## src/rtl/net_state_monitor_if.sv

```systemverilog
// Bundle of observed net, clear strobe and debounced status exported by net_state_monitor.
// The master side drives the net and clr; the slave side is the monitor.
interface net_state_monitor_if #(
  parameter int unsigned CNT_W = 8
);
  logic             net;
  logic             clr;
  logic             o;
  logic             valid;
  logic [1:0]       state;
  logic             float_err;
  logic             short_err;
  logic [CNT_W-1:0] float_cnt;
  logic [CNT_W-1:0] short_cnt;

  modport master (
    output net,
    output clr,
    input  o,
    input  valid,
    input  state,
    input  float_err,
    input  short_err,
    input  float_cnt,
    input  short_cnt
  );

  modport slave (
    input  net,
    input  clr,
    output o,
    output valid,
    output state,
    output float_err,
    output short_err,
    output float_cnt,
    output short_cnt
  );
endinterface

```

## src/rtl/net_state_monitor.sv

```systemverilog
// Observes one resolved 4-state net, debounces its class (low/high/float/short) and keeps
// sticky fault flags plus saturating entry counters for the float and short conditions.
module net_state_monitor #(
  parameter int unsigned SETTLE_CYCLES = 3,
  parameter int unsigned CNT_W         = 8
) (
  input  logic               clk,
  input  logic               rst_n,
  net_state_monitor_if.slave io_mon
);

  localparam int unsigned      RUN_W   = (SETTLE_CYCLES < 2) ? 1 : $clog2(SETTLE_CYCLES + 1);
  localparam logic [RUN_W-1:0] RUN_MAX = RUN_W'(SETTLE_CYCLES);
  localparam logic [RUN_W-1:0] RUN_ONE = RUN_W'(1);
  localparam logic [CNT_W-1:0] CNT_MAX = '1;
  localparam logic [CNT_W-1:0] CNT_ONE = CNT_W'(1);

  if (SETTLE_CYCLES < 1) begin : g_bad_settle
    $error("SETTLE_CYCLES must be at least 1");
  end

  typedef enum logic [1:0] {
    StFloat = 2'b00,
    StLow   = 2'b01,
    StHigh  = 2'b10,
    StShort = 2'b11
  } state_e;

  state_e           r_state, w_state_d;
  state_e           r_cls, w_cls;
  logic [RUN_W-1:0] r_run, w_run_d;
  logic             r_o, w_o_d;
  logic             r_float_err, w_float_err_d;
  logic             r_short_err, w_short_err_d;
  logic [CNT_W-1:0] r_float_cnt, w_float_cnt_d;
  logic [CNT_W-1:0] r_short_cnt, w_short_cnt_d;
  logic             w_float_entry;
  logic             w_short_entry;

  // Case equality distinguishes z (nothing pulling) from x (pull networks fighting).
  always_comb begin
    if (io_mon.net === 1'b0) begin
      w_cls = StLow;
    end else if (io_mon.net === 1'b1) begin
      w_cls = StHigh;
    end else if (io_mon.net === 1'bz) begin
      w_cls = StFloat;
    end else begin
      w_cls = StShort;
    end
  end

  always_ff @(posedge clk or negedge rst_n) begin
    if (!rst_n) begin
      r_state     <= StFloat;
      r_cls       <= StFloat;
      r_run       <= '0;
      r_o         <= 1'b0;
      r_float_err <= 1'b0;
      r_short_err <= 1'b0;
      r_float_cnt <= '0;
      r_short_cnt <= '0;
    end else begin
      r_state     <= w_state_d;
      r_cls       <= w_cls;
      r_run       <= w_run_d;
      r_o         <= w_o_d;
      r_float_err <= w_float_err_d;
      r_short_err <= w_short_err_d;
      r_float_cnt <= w_float_cnt_d;
      r_short_cnt <= w_short_cnt_d;
    end
  end

  always_comb begin
    w_run_d = RUN_ONE;
    if (w_cls == r_cls) begin
      w_run_d = (r_run == RUN_MAX) ? RUN_MAX : r_run + RUN_ONE;
    end
    w_state_d = r_state;
    if ((w_run_d == RUN_MAX) && (w_cls != r_state)) begin
      w_state_d = w_cls;
    end
  end

  always_comb begin
    w_float_entry = (w_state_d == StFloat) && (r_state != StFloat);
    w_short_entry = (w_state_d == StShort) && (r_state != StShort);

    w_o_d = r_o;
    if (w_state_d == StLow) begin
      w_o_d = 1'b0;
    end else if (w_state_d == StHigh) begin
      w_o_d = 1'b1;
    end

    // Clear first, then the entry event; a flag survives clr while its fault is still present.
    w_float_err_d = w_float_entry | (r_float_err & (~io_mon.clr | (r_state == StFloat)));
    w_short_err_d = w_short_entry | (r_short_err & (~io_mon.clr | (r_state == StShort)));

    w_float_cnt_d = io_mon.clr ? '0 : r_float_cnt;
    if (w_float_entry && (w_float_cnt_d != CNT_MAX)) begin
      w_float_cnt_d = w_float_cnt_d + CNT_ONE;
    end
    w_short_cnt_d = io_mon.clr ? '0 : r_short_cnt;
    if (w_short_entry && (w_short_cnt_d != CNT_MAX)) begin
      w_short_cnt_d = w_short_cnt_d + CNT_ONE;
    end

    io_mon.o         = r_o;
    io_mon.valid     = (r_state == StLow) || (r_state == StHigh);
    io_mon.state     = r_state;
    io_mon.float_err = r_float_err;
    io_mon.short_err = r_short_err;
    io_mon.float_cnt = r_float_cnt;
    io_mon.short_cnt = r_short_cnt;
  end

endmodule

```

## src/flat_wrapper.sv

```systemverilog
// flat-port wrapper written by rule: the top's interface ports become plain ports
module net_state_monitor_flat 
#(
  parameter int unsigned SETTLE_CYCLES = 3,
  parameter int unsigned CNT_W         = 8
)
  (clk, rst_n, io_mon_net, io_mon_clr, io_mon_o, io_mon_valid, io_mon_state, io_mon_float_err, io_mon_short_err, io_mon_float_cnt, io_mon_short_cnt);
  net_state_monitor_if #(.CNT_W(CNT_W)) io_mon_i ();
  input  logic clk;
  input  logic rst_n;
  input wire logic [$bits(io_mon_i.net)-1:0] io_mon_net;
  input wire logic [$bits(io_mon_i.clr)-1:0] io_mon_clr;
  output wire logic [$bits(io_mon_i.o)-1:0] io_mon_o;
  output wire logic [$bits(io_mon_i.valid)-1:0] io_mon_valid;
  output wire logic [$bits(io_mon_i.state)-1:0] io_mon_state;
  output wire logic [$bits(io_mon_i.float_err)-1:0] io_mon_float_err;
  output wire logic [$bits(io_mon_i.short_err)-1:0] io_mon_short_err;
  output wire logic [$bits(io_mon_i.float_cnt)-1:0] io_mon_float_cnt;
  output wire logic [$bits(io_mon_i.short_cnt)-1:0] io_mon_short_cnt;
  assign io_mon_i.net = io_mon_net;
  assign io_mon_i.clr = io_mon_clr;
  assign io_mon_o = io_mon_i.o;
  assign io_mon_valid = io_mon_i.valid;
  assign io_mon_state = io_mon_i.state;
  assign io_mon_float_err = io_mon_i.float_err;
  assign io_mon_short_err = io_mon_i.short_err;
  assign io_mon_float_cnt = io_mon_i.float_cnt;
  assign io_mon_short_cnt = io_mon_i.short_cnt;
  net_state_monitor #(.SETTLE_CYCLES(SETTLE_CYCLES), .CNT_W(CNT_W)) u_core (.clk(clk), .rst_n(rst_n), .io_mon(io_mon_i));
endmodule
```

## config.mk

```make
export PLATFORM = sky130hd
export DESIGN_NAME = net_state_monitor_flat
export DESIGN_NICKNAME = d
export VERILOG_FILES = /design/src/rtl/net_state_monitor_if.sv /design/src/rtl/net_state_monitor.sv /design/src/flat_wrapper.sv
export SDC_FILE = /design/constraint.sdc
export NUM_CORES = 1
export LEC_CHECK = 0
export CAP_MARGIN = 20
export CORE_MARGIN = 2
export CORE_UTILIZATION = 35
export DETAILED_ROUTE_END_ITERATION = 10
export SYNTH_ARGS = -nofsm -noshare
export SYNTH_HDL_FRONTEND = slang
export SYNTH_SLANG_ARGS = --single-unit
```

## constraint.sdc

```tcl
create_clock -name clk -period 3.65 [get_ports clk]
set_input_delay 0.5475 -clock clk [delete_from_list [all_inputs] [get_ports clk]]
set_output_delay 0.5475 -clock clk [all_outputs]
set_load 0.01 [all_outputs]
```

Word level (Yosys, flattened, before mapping):

Index checks and enable logic that the tools add are counted.

* bitwise gates (word level): 7
* $add $sub $neg: 3
* reduce and logical (&&, ||, !) cells: 10
* mux-type cells: 12
* eq/ne operators: 16

Operators by type and width (count)
* 2-to-1 mux 8 bit: 4
* adder 8 x 1 -> 8 bit (second input constant): 2
* != test 8 bit (second input constant): 2
* == test 2 bit (second input constant): 6
* 2-to-1 mux 2 bit: 6
* logical AND 1 bit: 5
* == test 2 x 1 -> 1 bit (second input constant): 2
* zero test 2 bit: 2
* bitwise OR 1 bit: 4
* nonzero test 2 bit: 2
* === test 1 bit (second input constant): 3
* adder 2 x 1 -> 2 bit (second input constant): 1
* bitwise AND 1 bit: 2
* == test 2 bit: 1
* 2-to-1 mux 1 bit: 2
* != test 2 bit: 1
* != test 2 bit (second input constant): 1
* logical OR 1 bit: 1
* inverter 1 bit: 1

* output and inout bits: 22
* logic and storage cells: 56
* bits of input ports: 4
* bits in registers: 25

Depth between registers and ports, before layout:

* depth after elaboration: 13
* depth in mapped cells: 9
* mapped depth without buffers: 9

Least setup slack after synthesis:

OpenSTA, ideal clock, no wires.

* path kind: input to register
* from: in io_mon_clr
* to: reg u_core.r_short_cnt[3] (netlist: u_core.io_mon.short_cnt[3])
* arrival time: 2111 ps
* library setup time: 127 ps
* cell stages on the path: 7
* setup slack: 1412 ps
* path buffers: 1
* data required time: 3523 ps
* path through: clkbuf_1 nor2b_1 ha_1 nand3_1 o41a_4 nand4_1 mux2_1

* cells in the longest elaborated chain, start to end: 4
* elaborated cells between the ends (all ways): 5
* those cells by class: 1 x add/sub; 1 x eq/ne; 2 x mux; 1 x reduce/logical

Ends and longest elaborated chain
* start, declared: RTL line flat_wrapper.sv:12 `input wire logic [$bits(io_mon_i.clr)-1:0] io_mon_clr;`
* 2-to-1 mux 8 bit (*): RTL line net_state_monitor.sv:105 `w_short_cnt_d = io_mon.clr ? '0 : r_short_cnt;`
* parallel branches: the longest is 2 deep, another holds adder 8 x 1 -> 8 bit
* 2-to-1 mux 8 bit (*): RTL line net_state_monitor.sv:106 `if (w_short_entry && (w_short_cnt_d != CNT_MAX)) begin`
* named net u_core.w_short_cnt_d[3]: RTL line net_state_monitor.sv:36 `logic [CNT_W-1:0] r_short_cnt, w_short_cnt_d;`
* end signal, assigned: RTL line net_state_monitor.sv:71 `r_short_cnt <= w_short_cnt_d;`
* end, declared: RTL line net_state_monitor.sv:36

Mark *: on every way through the listed nets, which the timed path passes.
A chain may end at the register's enable or synchronous reset.

Worst setup path after layout:

Same ends and word-level chain as after synthesis.

==> results_dict.tcl <==
set metrics [dict create \
    status "completed" \
    cts_hold_buf 0 \
    wl_met3_um 84 \
    hold_ws_ns 0.4849 \
    multiInputGateArea_um2 661.9 \
    numClockSinks 25 \
    rsz0062_at_grt "no" \
    worstPathMaxFanout 13 \
    die-height_um 65.44 \
    crit_required_ns 3.80 \
    final-setup-viol-count 0 \
    vias 1036 \
    hp-class "reg2reg" \
    die-area_um2 4282 \
    fp.dieW_um 65.44 \
    cp-end-kind "flip-flop" \
    via_per_inst 5.054 \
    period_share_pct 72.38 \
    max-slew-margin-rel_pct 69.93 \
    final_hold_viol_count 0 \
    htreeDepth 1 \
    crit_arrival_ns 2.79 \
    drive_gt1_share_pct 6.369 \
    n_antenna_cell 0 \
    m1WireLength_um 1214 \
    clk_pin_slew_ns 0.08 \
    dp_hpwl_um 1928 \
    cts_resized 0 \
    antenna_found_initial 0 \
    layout.cells.non_filler 205 \
    post-route-drc-count 0 \
    regArea_um2 625.6 \
    p_total_w 0.0005523 \
    wl_um 2546 \
    syn_nets 138 \
    top_layer "met4" \
    boundaryPins 26 \
    critPathKind "in2reg" \
    fmax_mhz 378.5 \
    io_buffers 25 \
    grt_overflow 0 \
    start_util_pct 36.36 \
    nets 169 \
    wl_met2_um 1232 \
    gp_congestion 0.9234 \
    syn-cell-area_um2 1321 \
    syn_area_per_cell_um2 10.40 \
    clock_skew_ns 0.003978 \
    grt_pass1_vias 1010 \
    cts_setup_buffers 0 \
    grtUsageTotal_pct 13.60 \
    fin_tns_setup_ns 0 \
    clk_path_buf_depth 2 \
    syn_to_final_growth_pct 27.75 \
    cts_tree "yes" \
    drt_iter0_markers 40 \
    max-cap-violations 0 \
    n_fill_cell 376 \
    period_minus_slack_ns 2.642 \
    synth_cells 127 \
    slew_violations 0 \
    yosysWarnings 0 \
    synth_seq_cells 25 \
    rows 22 \
    leakage_nw 0.8053 \
    worstMarginPinSlew_ns 0.4463 \
    wire_per_inst_um 12.42 \
    core_area_um2 3633 \
    crit_path_start_kind "input port" \
    cts.root.buffer_cell "clkbuf_8" \
    synth.yosys.seq_area_share_pct 47.35 \
    design_area_um2 1688 \
    cts_buffers 3 \
    ant_nets 0 \
    first_pass_iters 4 \
    power.density_nw_per_um2 327.2 \
    grt_max_degree 26 \
    dp_cells 201 \
    clkLatencyLatePin_ns 0.26 \
    dpl_cell_area_um2 1643 \
    yosysUniqueCellTypes 35 \
    grt_pass1_wl_um 4588 \
    vdd_drop_max_mv 0.2167 \
]
[placed cells by master, fill, tap and decap left out, types with 2 or more instances in the layout]
cell type,count
clkdlybuf4s50_1,25
dfrtp_1,25
nand2_1,15
inv_1,8
nor2b_1,7
ha_1,7
nor2_1,6
o21ai_0,5
nand3b_1,5
nor3_1,5
and2b_1,4
nand3_1,4
xnor2_1,4
nand2b_1,3
mux2_1,3
o211a_1,3
clkbuf_8,3
a21oi_1,2
nand4_1,2
nor4_1,2
buf_4,2
[report_power, final]
group	switching, W	internal, W	leakage (nW)
Clock	0.0000817	0.0000779	0.0228
Sequential	0.0000123	0.000294	0.324
Combinational	0.0000394	0.0000466	0.459
Total	0.000133	0.000419	0.805
[final timing paths]
check                                                from                                    to  slack, ns  cells after the start
min in group asynchronous                           rst_n  u_core.io_mon.float_cnt[1]$_DFF_PN0_       0.64                      2
max in group asynchronous                           rst_n             u_core.r_run[1]$_DFF_PN0_       2.76                      2
worst max register to register  u_core.r_cls[1]$_DFF_PN0_  u_core.io_mon.short_cnt[3]$_DFF_PN0_       1.31                      8
worst min register to register  u_core.r_run[0]$_DFF_PN0_             u_core.r_run[0]$_DFF_PN0_       0.48                      1
worst max-delay path                           io_mon_clr  u_core.io_mon.short_cnt[3]$_DFF_PN0_       1.01                      7
worst min-delay path            u_core.r_run[0]$_DFF_PN0_             u_core.r_run[0]$_DFF_PN0_       0.48                      1
[through the flow]
step	util (%)	setup slack, ns
detailed placement	45.21	0.7287
global placement	45.21	0.8338
CTS	46.45	1.021
global route	46.45	0.8690
floorplan	-	1.412
finish	46.45	1.008
[sequential cells by signal, indices dropped and copies added, names as in the netlist]
name / count
u_core.r_cls: 2
u_core.r_run: 2
u_core.io_mon.short_err: 1
u_core.io_mon.short_cnt: 8
u_core.io_mon.o: 1
u_core.io_mon.float_err: 1
u_core.io_mon.float_cnt: 8
u_core.io_mon.state: 2
[routing by layer]
| layer | global-route usage [%] | vias up |
|---|---|---|
| met5 | 0 | - |
| met4 | 3.125 | 0 |
| met3 | 3.596 | 2 |
| met2 | 21.56 | 21 |
| met1 | 18.66 | 510 |
| li1 | - | 503 |
[worst max-delay path: stages]
cell and delay, ns:
clkdlybuf4s50_1 0.62, nor2b_1 0.29, ha_1 0.24, nand3_1 0.15, o41a_4 0.50, nand4_1 0.12
mux2_1 0.32
[kinds of logic (layout without fill, tap and decap cells)]
logic type / count (synthesis) / after routing / share of synthesized area, %
simple gates: 60 / 60 / 26.33
compound gates: 16 / 16 / 9.376
mux: 5 / 5 / 4.450
xor+xnor: 5 / 5 / 3.314
buf+inv: 9 / 39 / 2.557
flops: 25 / 25 / 47.35
fa+ha+maj: 7 / 7 / 6.628
[cell type report]
cell class,count,area share (%)
Clock buffer,4,2.669
Inverter,8,1.779
Multi-Input combinational cell,93,39.21
Sequential cell,25,37.06
Tap cell,48,3.558
Timing Repair Buffer,27,15.72
[synth_stat cells]
cell / number / share of area (%)
or4_4: 1 / 0.85
o21a_1: 1 / 0.57
inv_1: 8 / 2.3
o211ai_1: 1 / 0.57
nand3b_1: 5 / 2.8
dfrtp_1: 25 / 47
and2b_1: 4 / 2.3
a31oi_1: 1 / 0.47
nor4bb_1: 1 / 0.76
mux2_4: 1 / 1.1
nand2_2: 1 / 0.47
nor2_1: 6 / 1.7
nand3_1: 4 / 1.5
nor2b_1: 7 / 3.3
nor3_1: 5 / 1.9
mux2i_1: 1 / 0.76
a21oi_1: 2 / 0.76
clkbuf_1: 1 / 0.28
nand4_1: 2 / 0.95
a2111oi_0: 1 / 0.66
o41a_4: 1 / 1.6
and2_1: 1 / 0.47
or3_1: 1 / 0.47
a22oi_1: 1 / 0.57
ha_1: 7 / 6.6
nand4b_1: 1 / 0.66
mux2_1: 3 / 2.6
nor4_1: 2 / 0.95
nand3b_4: 1 / 1.5
o211a_1: 3 / 2.3
o21ai_0: 5 / 1.9
xnor2_1: 4 / 2.7
xor2_1: 1 / 0.66
nand2b_1: 3 / 1.4
nand2_1: 15 / 4.3
(Power assumes the default switching activity.)
